--- src/rtl/fitter_scalar_n.sv ---
// Track-fit scalar-product engine: per-channel sum of coefficient x hit plus offset,
// scaled and saturated, presented with per-channel clip flags and a one-cycle READY.
module fitter_scalar_n_lane #(
    parameter int CW    = 14,
    parameter int HW    = 15,
    parameter int AW    = 34,
    parameter int OW    = 14,
    parameter int SHIFT = 0
) (
    input  logic          CLOCK,
    input  logic          RESET,
    input  logic          i_s0_vld,
    input  logic          i_accept,
    input  logic          i_ev,
    input  logic [HW-1:0] i_hin,
    input  logic [CW-1:0] i_cin,
    input  logic [CW-1:0] i_c0,
    input  logic          i_vld1,
    input  logic          i_first1,
    input  logic          i_last1,
    input  logic          i_vld2,
    input  logic          i_vld3,
    output logic [OW-1:0] o_out,
    output logic          o_of
);
    localparam int PW = CW + HW;
    localparam logic signed [AW-1:0] MAXV = {{(AW-OW+1){1'b0}}, {(OW-1){1'b1}}};
    localparam logic signed [AW-1:0] MINV = {{(AW-OW+1){1'b1}}, {(OW-1){1'b0}}};

    logic signed [PW-1:0] r_p;
    logic signed [CW-1:0] r_c0;
    logic signed [AW-1:0] r_acc, r_sum, r_sh;
    logic signed [PW-1:0] w_prod;
    logic signed [AW-1:0] w_p_ext, w_c0_ext, w_acc_nxt;
    logic                 w_hi, w_lo;

    assign w_prod    = $signed(i_cin) * $signed(i_hin);
    assign w_p_ext   = {{(AW-PW){r_p[PW-1]}}, r_p};
    assign w_c0_ext  = {{(AW-CW){r_c0[CW-1]}}, r_c0};
    assign w_acc_nxt = (i_first1 ? '0 : r_acc) + w_p_ext;
    assign w_hi      = (r_sh > MAXV);
    assign w_lo      = (r_sh < MINV);

    always_ff @(posedge CLOCK) begin
        if (RESET) begin
            r_p   <= '0;
            r_c0  <= '0;
            r_acc <= '0;
            r_sum <= '0;
            r_sh  <= '0;
            o_out <= '0;
            o_of  <= 1'b0;
        end else begin
            // EV without an accepted word still enters the pipe, carrying P=0
            if (i_s0_vld) begin
                r_p <= i_accept ? w_prod : '0;
                if (i_ev) r_c0 <= i_c0;
            end
            if (i_vld1) begin
                r_acc <= w_acc_nxt;
                if (i_last1) r_sum <= w_acc_nxt + w_c0_ext;
            end
            if (i_vld2) r_sh <= r_sum >>> SHIFT;
            if (i_vld3) begin
                o_out <= w_hi ? MAXV[OW-1:0] : (w_lo ? MINV[OW-1:0] : r_sh[OW-1:0]);
                o_of  <= w_hi | w_lo;
            end
        end
    end
endmodule

module fitter_scalar_n #(
    parameter int NCH    = 5,
    parameter int CW     = 14,
    parameter int HW     = 15,
    parameter int AW     = 34,
    parameter int OW     = 14,
    parameter int SHIFT  = 0,
    parameter int MAXHIT = 16
) (
    input  logic               CLOCK,
    input  logic               RESET,
    input  logic               DV,
    input  logic               EV,
    input  logic [HW-1:0]      HIN,
    input  logic [NCH*CW-1:0]  CIN,
    input  logic [NCH*CW-1:0]  C0IN,
    output logic [NCH*OW-1:0]  OUT,
    output logic [NCH-1:0]     OF,
    output logic               READY,
    output logic               ERR,
    output logic [1:0]         state_out
);
    localparam int CNTW = $clog2(MAXHIT + 2);
    localparam logic [CNTW-1:0] CMAX = CNTW'(MAXHIT);
    localparam logic [CNTW-1:0] COVF = CNTW'(MAXHIT + 1);

    typedef enum logic [1:0] {IDLE = 2'b00, ACC = 2'b01, BAD = 2'b10, DROP = 2'b11} state_t;

    state_t          r_state;
    logic [CNTW-1:0] r_cnt;
    logic            r_start;
    logic [4:1]      r_vld_pipe;
    logic            r_first1, r_last1, r_err1, r_err2, r_err3, r_err_o;
    logic            w_accept, w_s0_vld, w_ovf;

    assign w_accept  = DV && (r_cnt < CMAX);
    assign w_s0_vld  = w_accept || EV;
    // Track is flagged if it carried more than MAXHIT words, including a DV on the EV cycle
    assign w_ovf     = (r_cnt == COVF) || (DV && (r_cnt == CMAX));
    assign READY     = r_vld_pipe[4];
    assign ERR       = r_err_o;
    assign state_out = r_state;

    always_ff @(posedge CLOCK) begin
        if (RESET) begin
            r_state    <= IDLE;
            r_cnt      <= '0;
            r_start    <= 1'b1;
            r_vld_pipe <= '0;
            r_first1   <= 1'b0;
            r_last1    <= 1'b0;
            r_err1     <= 1'b0;
            r_err2     <= 1'b0;
            r_err3     <= 1'b0;
            r_err_o    <= 1'b0;
        end else begin
            case (r_state)
                IDLE:    if (DV && !EV) r_state <= ACC;
                ACC:     if (EV) r_state <= IDLE;
                         else if (DV && (r_cnt == CMAX)) r_state <= DROP;
                DROP:    if (EV) r_state <= IDLE;
                default: r_state <= IDLE;
            endcase

            if (EV)                         r_cnt <= '0;
            else if (DV && (r_cnt != COVF)) r_cnt <= r_cnt + 1'b1;

            if (EV)            r_start <= 1'b1;
            else if (w_accept) r_start <= 1'b0;

            r_vld_pipe[1] <= w_s0_vld;
            r_first1      <= r_start;
            r_last1       <= EV;
            r_err1        <= EV && w_ovf;

            r_vld_pipe[2] <= r_vld_pipe[1] && r_last1;
            r_err2        <= r_err1;
            r_vld_pipe[3] <= r_vld_pipe[2];
            r_err3        <= r_err2;
            r_vld_pipe[4] <= r_vld_pipe[3];
            if (r_vld_pipe[3]) r_err_o <= r_err3;
        end
    end

    for (genvar g = 0; g < NCH; g++) begin : g_lane
        fitter_scalar_n_lane #(
            .CW(CW), .HW(HW), .AW(AW), .OW(OW), .SHIFT(SHIFT)
        ) u_lane (
            .CLOCK    (CLOCK),
            .RESET    (RESET),
            .i_s0_vld (w_s0_vld),
            .i_accept (w_accept),
            .i_ev     (EV),
            .i_hin    (HIN),
            .i_cin    (CIN[g*CW +: CW]),
            .i_c0     (C0IN[g*CW +: CW]),
            .i_vld1   (r_vld_pipe[1]),
            .i_first1 (r_first1),
            .i_last1  (r_last1),
            .i_vld2   (r_vld_pipe[2]),
            .i_vld3   (r_vld_pipe[3]),
            .o_out    (OUT[g*OW +: OW]),
            .o_of     (OF[g])
        );
    end
endmodule

--- config.mk ---
export PLATFORM = sky130hd
export DESIGN_NAME = fitter_scalar_n
export DESIGN_NICKNAME = d
export VERILOG_FILES = /design/src/rtl/fitter_scalar_n.sv
export SDC_FILE = /design/constraint.sdc
export NUM_CORES = 2
export LEC_CHECK = 0
export CAP_MARGIN = 15
export CORE_MARGIN = 3
export CORE_UTILIZATION = 55
export CTS_CLUSTER_DIAMETER = 60
export DETAILED_ROUTE_END_ITERATION = 8
export PLACE_DENSITY = 0.75
export SLEW_MARGIN = 20
export SYNTH_ARGS = -nofsm -noshare
export SYNTH_HDL_FRONTEND = slang
export SYNTH_SLANG_ARGS = --single-unit
--- constraint.sdc ---
create_clock -name CLOCK -period 7.4 [get_ports CLOCK]
set_input_delay 1.48 -clock CLOCK [delete_from_list [all_inputs] [get_ports CLOCK]]
set_output_delay 1.48 -clock CLOCK [all_outputs]
set_load 0.005 [all_outputs]
==> flow_summary.toml <==
[pwr]
power.internal_mw = 26.9
switching_share_pct = 46.5
combPwrFrac_pct = 79.9
finalPower_mw = 50.3
irDropWorstVdd_mv = 0.632
p_per_area_nw_per_um2 = 521
power.switching_mw = 23.4
sequentialPowerShare_pct = 10.5
clockPowerShare_pct = 9.6
leakage_nw = 46.5

[finish]
final.fill_count = 12700
stdcell_count = 12400
area_growth_pct = 13.8
final_common_cell = "inv_1"
final_nets = 12200
drive_gt1_share_pct = 8.43
final_cell_mix = "inv_1, fa_1, nor2_1"

[synthesis]
ys_top_cells_by_area = "fa_1, dfxtp_1, ha_1"
yosysWarnings = 0
synth-async-reset-ratio_pct = 0
synth.distinct_cells = 83
ys.flop_type = "dfxtp_1"
syn_area_um2 = 84900
postSynthNetCount = 11700
ys_ff_latch = 818
synth-edff-count = 0
yosysSeqAreaShare_pct = 19.3
synth_cells = 9792
syn_avg_cell_area_um2 = 8.67
yosysTopAreaCellShare_pct = 24.6
post-synth-top-area-cell = "fa_1"

[clock_network]
ctsHtreeMaxLevel = 3
cts_tree = "built"
clk_pin_slew_ns = 0.06
cts_buffers = 91
cts_max_path_buffers = 3
cts_root_buffer = "clkbuf_16"
clk_latency_ns = 0.71
cts_sinks = 818

[critical_path]
crit_slowest_cell = "fa_1"
ff2ff_path_depth = 25
startpoint_type = "input port"
critPathKind = "in2reg"
cp_max_fo = 3
crit_path_end_kind = "register"
cp.arrival_ns = 7.74
cp.required_ns = 7.97
path_cells = "clkdlybuf4s50_1, and2_1, fa_1, inv_1, fa_1, inv_1, fa_1, inv_1, fa_1, inv_1, fa_1, inv_1, fa_1, inv_1, ha_1, or3_4, o41ai_4, o21bai_2, a221o_1, a31o_2, a21o_1, a21oi_2, xor2_1, o21ai_1"
critical_path.top_delay_family = "adder cells"
critPathMaxStageDelay_ns = 0.52
cp.depth = 24
path_buf_inv = 7

[flow_run]
cap_violations = 0

[detailed_routing]
wl_met1_um = 99100
ant_nets = 0
wl_met2_um = 102000
vias = 68100
wl_per_cell_um = 18.0
routed_wl_um = 223000
met3RoutedLength_um = 14500
viasPerCell = 5.50
first_pass_iters = 7
drtIter0Drc = 4438
dr.max_layer_used = "met5"
drcViolationCount = 0

[placement]
dp.cells = 12200
gp_congestion = 0.943
hpwl_um = 178000
numPortBuffers = 237

[die]
dieArea_um2 = 159000
die-height_um = 399
initial_core_util_pct = 55.6
coreArea_um2 = 153000
fp-row-count = 143
die_x_um = 399
io_pins = 238

[timing]
finalClockSkew_ns = 0.0314
finalHoldViolCount = 0
finalCritPeriodShare_pct = 96.9
finalCriticalPeriod_ns = 7.17
max_freq_ghz = 0.140
drv_slew = 0
slew_headroom_pct = 26.0
tightest_slew_ns = 1.11
setup_viol = 0

[global_routing]
first_global_vias = 69600
grtUsageTotal_pct = 28.2
grt_first_pass_wirelength_um = 365000
grt_max_degree = 228
antenna_found_initial = 15
overflow = 0

[worst_hold_path]
hold_path_class = "reg2reg"
hold_path_depth = 2

[outcome]
outcome = "finished clean"
[worst reg2reg max path: cells and delay by family, from the launching register on]
kind | cells | cell delay [ns]
compound gates | 15 | 3.53
xor+xnor | 2 | 0.64
fa+ha+maj | 2 | 0.67
buf+inv | 2 | 0.50
flops | 1 | 0.68
simple gates | 4 | 0.48
[routing by layer]
layer / vias to the layer above / global-route usage (%)
li1: 32600 / -
met1: 33200 / 38.7
met2: 1899 / 45.9
met3: 338 / 3.97
met4: 12 / 9.38
met5: - / 0
[synth_stat cells (7+ instances only)]
master    count
nor2b_1     228
nor2_1      942
o31ai_1      16
o21bai_1     73
nor4b_1       9
a211oi_1    122
and4_1        8
ha_1        678
nand2b_1     72
nand4_1      56
and2_1      568
nor3b_1       7
nor4_1       33
o31a_1        7
a211o_1      14
nand2_1     926
a31o_2        8
a221oi_1     10
nand3_1      66
xor2_1      138
o21a_1       50
a21oi_1     508
a22o_1        9
o211ai_1     22
nor3_1       80
buf_1        35
dfxtp_1     818
fa_1       1045
a31oi_1     115
or3_1        22
a21boi_0     11
o21ai_1      28
clkbuf_1    419
or2_2        13
mux2i_1     384
a21o_1      230
inv_1      1302
o21ai_0     186
a311o_1       7
xnor2_1     321
and3_1       87
[metrics by stage]
step           utilization [%]  hold WS (ns)  cell area, µm²  setup TNS, ns  worst slack (ns)
2_1_floorplan                -         0.414           84900        -0.0407           -0.0407
3_3_place_gp              61.0         0.425           93200         -19.15            -0.607
3_5_place_dp              61.0         0.434           93200         -24.90            -0.675
4_1_cts                   63.2         0.450           96400              0            0.0859
5_1_grt                   63.3         0.469           96600        -0.0137           -0.0137
6_report                  63.3         0.446           96600              0             0.232
[cells by family (layout without fill, tap and decap cells)]
| family | Yosys count | after routing | share of synthesized area, % |
|---|---|---|---|
| xor gates and xnor gates | 461 | 461 | 4.79 |
| and+or+nand+nor | 3126 | 3126 | 17.4 |
| muxes | 384 | 384 | 4.53 |
| DFF | 818 | 818 | 19.3 |
| buffers and inverters | 1762 | 2317 | 7.82 |
| AOI/OAI and AO/OA | 1518 | 1518 | 11.5 |
| adders and majority gates | 1723 | 1723 | 34.6 |
| other | 0 | 10 | 0 |
[worst paths after layout]
check | startpoint | to | slack, ns
setup reg to reg | r_first1 | g_lane[3].u_lane.r_sum[33] | 0.76
hold / removal | g_lane[0].u_lane.r_sh[7] | g_lane[0].u_lane.o_out[7] | 0.45
setup / recovery | CIN[18] | g_lane[1].u_lane.r_p[22] | 0.23
hold reg to reg | g_lane[0].u_lane.r_sh[7] | g_lane[0].u_lane.o_out[7] | 0.45
[timing repair]
action | 4_1_cts | 5_1_grt
hold buffers | 0 | 0
setup buffers | 0 | 1
resized for setup | 0 | 38
endpoints found under the setup margin | 0 | 29
[area by class of cell]
cell class              count  area [µm²]  area share, %
repair buffers            846        7430           7.69
multi-input cells        7212       62100           64.3
diodes                     10        25.0         0.0259
inverters                1302        4890           5.06
clock inverters            47         668          0.692
well taps                2030        2540           2.63
flip-flops and latches    818       16400           17.0
clock buffers             122        2560           2.65
[power by group through the flow]
| stage | combinational (mW) | sequential (mW) | clock [mW] |
|---|---|---|---|
| 2_1_floorplan | 24.6 | 5.14 | 0 |
| 3_3_place_gp | 38.5 | 5.35 | 0 |
| 4_1_cts | 39.8 | 5.26 | 4.92 |
| 6_report | 40.2 | 5.27 | 4.84 |
| 3_5_place_dp | 39.5 | 5.35 | 0 |
| 5_1_grt | 45.1 | 5.31 | 5.09 |
[registers in the layout, summed over array words and instances (netlist names), 2 cells and up]
signal	flops
g_lane.u_lane.r_acc	170
g_lane.u_lane.r_sh	170
g_lane.u_lane.r_sum	170
g_lane.u_lane.r_p	145
g_lane.u_lane.o_out	70
g_lane.u_lane.r_c0	70
g_lane.u_lane.o_of	5
r_cnt	5
r_vld_pipe	4
state_out	2
Note: power is estimated with default switching activity, not from simulation.
